--- config.mk ---
export PLATFORM = sky130hd
export DESIGN_NAME = regfile_scoreboard
export DESIGN_NICKNAME = d
export VERILOG_FILES = /design/src/rtl/regfile_scoreboard.sv
export SDC_FILE = /design/constraint.sdc
export NUM_CORES = 2
export LEC_CHECK = 0
export CORE_MARGIN = 2
export CORE_UTILIZATION = 50
export DETAILED_ROUTE_END_ITERATION = 6
export GPL_TIMING_DRIVEN = 1
export HOLD_SLACK_MARGIN = 0.15
export PLACE_DENSITY = 0.76
export SYNTH_ARGS = -nofsm -noshare
export SYNTH_HDL_FRONTEND = slang
export SYNTH_SLANG_ARGS = --single-unit
--- constraint.sdc ---
create_clock -name clk -period 4.2 [get_ports clk]
set_input_delay 0.84 -clock clk [delete_from_list [all_inputs] [get_ports clk]]
set_output_delay 0.84 -clock clk [all_outputs]
set_load 0.01 [all_outputs]
--- src/rtl/regfile_scoreboard.sv ---
// regfile_scoreboard: parametrised register file with NRD combinational read
// ports, one synchronous write port and a per-register pending-write counter
// scoreboard that flags RAW hazards for decode.
// Optional feature: define REGFILE_BYPASS_EN for same-cycle write-through
// forwarding on the read ports and on the hazard check.
module regfile_scoreboard #(
   parameter int unsigned DWIDTH   = 32,
   parameter int unsigned NREGS    = 32,
   parameter int unsigned NRD      = 2,
   parameter int unsigned CNTW     = 2,
   parameter int unsigned SP_IDX   = 2,
   parameter logic [31:0] SP_RESET = 32'hFFFFFFFC,
   localparam int unsigned AW      = $clog2(NREGS)
) (
   input  logic                  clk,
   input  logic                  rst,
   input  logic [NRD*AW-1:0]     rs_addr_i,
   input  logic [NRD-1:0]        rs_valid_i,
   output logic [NRD*DWIDTH-1:0] rs_data_o,
   input  logic                  issue_i,
   input  logic [AW-1:0]         issue_rd_i,
   output logic                  issue_ready_o,
   input  logic                  wb_en_i,
   input  logic [AW-1:0]         wb_rd_i,
   input  logic [DWIDTH-1:0]     wb_data_i,
   output logic                  hazard_o
);

   localparam logic [DWIDTH-1:0] SP_RST_VAL = DWIDTH'(SP_RESET);
   localparam logic [CNTW-1:0]   CNT_MAX    = '1;

   logic [DWIDTH-1:0] regs_q [NREGS];
   logic [DWIDTH-1:0] regs_d [NREGS];
   logic [CNTW-1:0]   cnt_q  [NREGS];
   logic [CNTW-1:0]   cnt_d  [NREGS];

   logic              issue_acc;
   logic              wb_act;
   logic              retire_same;
   logic [NREGS-1:0]  inc_v;
   logic [NREGS-1:0]  dec_v;
   logic [AW-1:0]     rd_addr [NRD];
`ifdef REGFILE_BYPASS_EN
   logic [NRD-1:0]    fwd_clear;
`endif

   // Issue handshake: full counter blocks unless the same register retires now
   always_comb begin
      retire_same   = wb_en_i && (wb_rd_i == issue_rd_i);
      issue_ready_o = 1'b1;
      if ((issue_rd_i != '0) && (cnt_q[issue_rd_i] == CNT_MAX) && !retire_same) begin
         issue_ready_o = 1'b0;
      end
      issue_acc = issue_i && issue_ready_o && (issue_rd_i != '0);
      wb_act    = wb_en_i && (wb_rd_i != '0);
   end

   // Next-state for register contents and pending counters
   always_comb begin
      inc_v = '0;
      dec_v = '0;
      for (int r = 0; r < NREGS; r++) begin
         regs_d[r] = regs_q[r];
         cnt_d[r]  = cnt_q[r];
         inc_v[r]  = issue_acc && (issue_rd_i == AW'(r));
         dec_v[r]  = wb_act && (wb_rd_i == AW'(r));
         if (dec_v[r]) begin
            regs_d[r] = wb_data_i;
         end
         if (inc_v[r] && !dec_v[r]) begin
            cnt_d[r] = cnt_q[r] + CNTW'(1);
         end else if (dec_v[r] && !inc_v[r] && (cnt_q[r] != '0)) begin
            // a retire with nothing pending leaves the counter at zero
            cnt_d[r] = cnt_q[r] - CNTW'(1);
         end
      end
      regs_d[0] = '0;
      cnt_d[0]  = '0;
   end

   // State registers with synchronous reset; SP comes up at its reset value
   always_ff @(posedge clk) begin
      if (rst) begin
         for (int r = 0; r < NREGS; r++) begin
            regs_q[r] <= (r == int'(SP_IDX)) ? SP_RST_VAL : '0;
            cnt_q[r]  <= '0;
         end
      end else begin
         for (int r = 0; r < NREGS; r++) begin
            regs_q[r] <= regs_d[r];
            cnt_q[r]  <= cnt_d[r];
         end
      end
   end

   // Read ports and RAW hazard detection
   always_comb begin
      rs_data_o = '0;
      hazard_o  = 1'b0;
`ifdef REGFILE_BYPASS_EN
      fwd_clear = '0;
`endif
      for (int k = 0; k < NRD; k++) begin
         rd_addr[k] = rs_addr_i[k*AW +: AW];
         if (rd_addr[k] != '0) begin
            rs_data_o[k*DWIDTH +: DWIDTH] = regs_q[rd_addr[k]];
         end
`ifdef REGFILE_BYPASS_EN
         // forward the writeback and drop the stall when it retires the last pending write
         if (wb_act && (wb_rd_i == rd_addr[k])) begin
            rs_data_o[k*DWIDTH +: DWIDTH] = wb_data_i;
            fwd_clear[k] = (cnt_q[rd_addr[k]] == CNTW'(1)) &&
                           !(issue_acc && (issue_rd_i == rd_addr[k]));
         end
         if (rs_valid_i[k] && (rd_addr[k] != '0) && (cnt_q[rd_addr[k]] != '0) && !fwd_clear[k]) begin
            hazard_o = 1'b1;
         end
`else
         if (rs_valid_i[k] && (rd_addr[k] != '0) && (cnt_q[rd_addr[k]] != '0)) begin
            hazard_o = 1'b1;
         end
`endif
      end
   end

endmodule
### After elaboration in Yosys (flattened, before gate mapping)

Memories as Yosys holds them, arrays and structs flattened.
Index checks and enable logic that the tools add are counted.

* register bits after elaboration: 0
* latch bits: 0
* bits in writable memories: 1088
* ROM bits: 0
* bits of input ports: 58
* output and inout port bits: 66
* logic and storage cells: 684
* memories: 2

* add/sub/neg operators: 62
* $mul: 0
* divide/modulo/power cells: 0
* order comparisons: 0
* equality and inequality tests: 95
* shifts and indexed selects: 0
* multiplexer cells: 165
* bitwise operators: 64
* reductions and logical operators: 296

Memories
* regs_q: depth 32, bits a word 32, read ports 2, clocked after memory_dff 0, write ports 32, line 32 `logic [DWIDTH-1:0] regs_q [NREGS];`
* cnt_q: depth 32, bits a word 2, read ports 34, clocked after memory_dff 0, write ports 32, line 34 `logic [CNTW-1:0] cnt_q [NREGS];`

Operators by type and width (count)
* 32-bit 2-to-1 mux: 65
* 2-bit 2-to-1 mux: 94
* 1-bit logical AND: 165
* 5-bit == test, second input constant: 32
* 5-bit by 4-bit == test with 1-bit output, second input constant: 16
* 2-bit nonzero test: 33
* 1-bit OR: 64
* 1-bit logical NOT: 63
* 2-bit by 1-bit adder with 2-bit output, second input constant: 31
* 2-bit AND reduction: 31
* 2-bit by 1-bit subtractor with 2-bit output, second input constant: 31
* 5-bit by 3-bit == test with 1-bit output, second input constant: 8
* 1-bit != test, second input constant: 31
* 5-bit by 2-bit == test with 1-bit output, second input constant: 4
* 5-bit nonzero test: 4
* 5-bit by 1-bit == test with 1-bit output, second input constant: 2
* 1-bit 2-to-1 mux: 6
* 5-bit == test: 1
* 2-bit == test, second input constant: 1

### Longest topological paths before layout

* depth after elaboration: 14
* depth in mapped cells: 10
* mapped depth without buffers: 6

### Worst setup path before layout

Ideal clock, no wire load.

* path kind: input -> output
* start: in rs_addr_i[1]
* end: out rs_data_o[0]
* data arrival time: 2.966 ns
* required time: 3.360 ns
* slack: 0.394 ns
* cell stages on the path: 7
* buffers on the path: 4
* cells stage by stage: clkbuf_1 -> buf_2 -> clkbuf_1 -> buf_1 -> mux4_2 -> mux4_2 -> mux2_2

* cells in the longest elaborated chain, start to end: 2
* elaborated cells between the ends (all ways): 3
* classes of those cells: mux: 1; reduce/logical: 1; memory: 1

RTL lines
* from (decl): line 17 `input logic [NRD*AW-1:0] rs_addr_i,`
* memory read 32 x 32 bit / 5-bit nonzero test (equally long branches)
* 32-bit 2-to-1 mux *: line 105 `if (rd_addr[k] != '0) begin`
* to (decl): line 19 `output logic [NRD*DWIDTH-1:0] rs_data_o,`

Every way passes the cells marked *; elsewhere a longest branch is shown, timed or not.

### Final worst setup path

* start: in rs_addr_i[1]
* end: out rs_data_o[24]

Same word-level chain as after synthesis.

==> reports/results.env <==
RUN_STATUS='finished, violations left'
VIOLATIONS='negative setup slack'
CP_NUM_BUF_INV=4
ROOT_BUFFER='clkbuf_16'
DRT_PRE_ANTENNA_ITERS=6
LAYOUTNONFILLERINSTCOUNT=5012
WORSTPATHCELLLIST='buf_8, buf_16, buf_4, mux4_2, mux4_2, mux2_2, clkdlybuf4s50_1'
DIE_AREA_MM2=0.109
HOLD-PATH-CELL-COUNT=1
MOSTFREQUENTLAYOUTCELLS='992 x edfxtp_1, 597 x mux4_2, 568 x nor2_1, 197 x buf_4'
GRT.OVERFLOW.TOTAL=0
CELL_AREA_SYNTH_MM2=0.0533
PWR-SHARE-SEQ_PCT=48.6
AREA.GROWTH.SYNTH_TO_FINAL_PCT=16.6
SYNTH-SEQ-AREA-SHARE_PCT=58.2
IOPINCOUNT=124
CLOCK_PATH_BUFFERS=3
FINALWIRELENGTH_UM=172000
REPORT.FINAL.HOLD_VIOL_COUNT=0
CP.REQUIRED_NS=3.36
PSW_uW=6470
FIRST_GLOBAL_VIAS=35300
CLOCK-SKEW-FINAL_NS=0.0146
COMBPWRFRAC_PCT=14.7
SYNTH_TOP_FLOP_CELL='edfxtp_1'
SYNTH-EDFF-COUNT=992
MOSTFREQUENTLAYOUTCELL='edfxtp_1'
STATIC-LEAKAGE-POWER_uW=0.0207
FMAX_GHz=0.237
PLACE_CONGESTION=0.919
POWER_REPORT.INTERNAL_TOTAL_uW=19400
PLACED_CELLS=4783
FINAL_CRITICAL_PERIOD_NS=4.21
ANTENNA_VIOLATING_NETS_POST_ROUTE=0
SYN_AREA_PER_CELL_UM2=16.1
DRTITER0DRC=5993
NUMPORTBUFFERS=123
DR_TOTAL_VIAS=35400
GLOBAL_ROUTE_WIRE_LENGTH_BEFORE_REPAIR_UM=244000
FINALCOREUTILIZATION_PCT=58.8
POWERDENSITY_mW_PER_MM2=416
HOLD_CLASS='flip-flop to flip-flop'
CTS_BUFFERS=109
CHIPHEIGHT_UM=330
SW_FRAC_OF_TOTAL_PCT=25.0
FINALWORSTSETUPSLACK_NS=-0.0134
WORST_IR_DROP_VDD_uV=397
INITIAL_UTILIZATION_PCT=50.5
MAX_TRANSITION_MARGIN_PCT=32.1
CRITICAL_PATH.TOP_DELAY_FAMILY='buffers and inverters'
TRITONCTS_CLOCK_TREE='done'
SETUP_VIOL=3
GLOBALROUTETOTALUTIL_PCT=31.7
GRT_SETUP_UNREPAIRED='yes'
SETUP.WORST_PATH.CLASS='primary input to output pin'
CORE_AREA_MM2=0.106
PATH_DEPTH=7
CRITICAL_PATH.SLOWEST_CELL='mux4_2'
TIMING.MAX_CAP.VIOLATIONS=0
GRT_MAX_DEGREE=113
STARTPOINT_TYPE='primary input'
ROWS=119
CTS_SINKS=1054
SLOWEST_DELAY_NS=0.53
WL_PER_CELL_UM=34.4
SYN_NETS=3365
CLK_PIN_SLEW_WORST_PATHS_NS=0.06
CP_MAX_FO=17
ROUTED_VIA_DENSITY=7.07
CLK-INSERTION-DELAY-LATE_NS=0.70
DRT_DRC_VIOLATIONS_LEFT=0
CRIT_PATH_END_KIND='output pin'
CTSHTREEMAXLEVEL=3
TIGHTESTPINTRANSITION_NS=1.02
ASYNC_FLOP_SHARE_PCT=0
YS_TYPES=54
CRITICAL-PATH-TOP-CELL-BY-COUNT='mux4_2'
WORST_R2R_PATH_DEPTH=7
SYN-INSTANCE-COUNT=3307
POWER_uW=25900
LAYOUT_WORST_PATH_CYCLE_SHARE_PCT=100
SYNTH_SEQ_CELLS=1054
X_DIMENSION_OF_THE_DIE_UM=330
HOLDBUFCOUNTCTS=0
CRITPATHARRIVALTIME_NS=3.37
DP_HPWL_UM=105000
YS.WARNINGS.COUNT=0
SLEW_VIOLATIONS=0
CLOCKPOWERSHARE_PCT=36.7
DRIVE_ABOVE_1_SHARE_PCT=34.8
GRT_ANTENNA_BEFORE_REPAIR=8
NNETSFINAL=3582
layout make-up:
| class | count | area, um2 |
|---|---|---|
| Fill cell | 7585 | 43400 |
| Clock inverter | 77 | 636 |
| Inverter | 45 | 175 |
| Antenna cell | 3 | 7.51 |
| Multi-Input combinational cell | 1902 | 21000 |
| Timing Repair Buffer | 412 | 4670 |
| Tap cell | 1391 | 1740 |
| Sequential cell | 1054 | 31000 |
| Clock buffer | 128 | 2830 |
registers in the layout (all words and copies together), names as in the netlist:
register and flops:
regs_q 992, cnt_q 62
timing repair:
action,4_1_cts,5_1_grt
endpoints found under the hold margin,0,0
buffers inserted,0,18
gates cloned,1,2
gates resized for setup,3,19
endpoints found under the setup margin,3,30
cells by family (layout without fill, tap and decap cells):
logic type | after synthesis | in the layout | synth area share [%]
flip-flops | 1054 | 1054 | 58.2
AND/OR/NAND/NOR | 922 | 922 | 7.57
multiplexers | 739 | 739 | 28.1
buffers and inverters | 351 | 662 | 2.62
AO/OA/AOI/OAI | 220 | 220 | 3.12
XOR/XNOR | 21 | 21 | 0.345
other | 0 | 3 | 0
synthesized netlist by cell type (15+ instances only):
cell        n  share of area (%)
buf_1      54               0.38
or4b_2     15               0.28
buf_2      37               0.35
nor4_1     31               0.36
inv_1      43               0.30
or3_1      30               0.35
nand2_1   155                1.1
clkbuf_1  209                1.5
a211oi_1   27               0.38
edfxtp_1  992                 56
a31oi_1    16               0.19
nor2_1    568                4.0
a22o_1     47               0.77
dfxtp_1    62                2.3
mux2i_1    44               0.83
nor3_1     22               0.21
mux2_2     98                2.1
mux4_2    597                 25
o211ai_1   15               0.21
nand3_1    37               0.35
a21oi_1    26               0.24
o21ai_0    35               0.33
nor3b_1    32               0.45
worst register-to-register path: cells and delay by family (launching register included):
family	cells	cell delay, ns
compound gates	3	0.85
buf+inv	1	0.21
flops	1	0.35
mux	1	0.48
simple gates	1	0.12
xor+xnor	1	0.16
stage by stage:
step	area, um2	setup TNS, ns	setup WS, ns	hold slack (ns)
after floorplan	53300	0	0.394	0.495
after global placement	58300	-0.160	-0.156	0.516
after detailed placement	58300	-0.0730	-0.0489	0.532
after CTS	61800	-0.0148	-0.0148	0.542
after global routing	62100	-0.0591	-0.0567	0.570
final	62100	-0.0371	-0.0134	0.542
routing by layer:
metal / part of all wire (%) / global-route usage [%] / wire (um)
met1: 33 / 40.9 / 56200
met2: 46 / 49.0 / 79300
met3: 15 / 9.30 / 26100
met4: 6.3 / 16.7 / 10800
met5: 0.058 / 0 / 100
worst paths after layout:
path,start,to,slack (ns)
worst max register to register,cnt_q[17][0],cnt_q[16][0],1.93
worst min-delay path,cnt_q[29][0],cnt_q[29][0],0.54
worst min register to register,cnt_q[29][0],cnt_q[29][0],0.54
worst max-delay path,rs_addr_i[1],rs_data_o[24],-0.01
power by group through the flow:
| stage | combinational, uW | sequential, uW | clock [uW] |
|---|---|---|---|
| after CTS | 3700 | 12600 | 9520 |
| final | 3800 | 12600 | 9480 |
| after global routing | 3890 | 12600 | 9920 |
| after floorplan | 2130 | 12600 | 0 |
| after detailed placement | 3680 | 12800 | 0 |
| after global placement | 3640 | 12700 | 0 |
No activity file was read; power rests on OpenSTA's default activity.
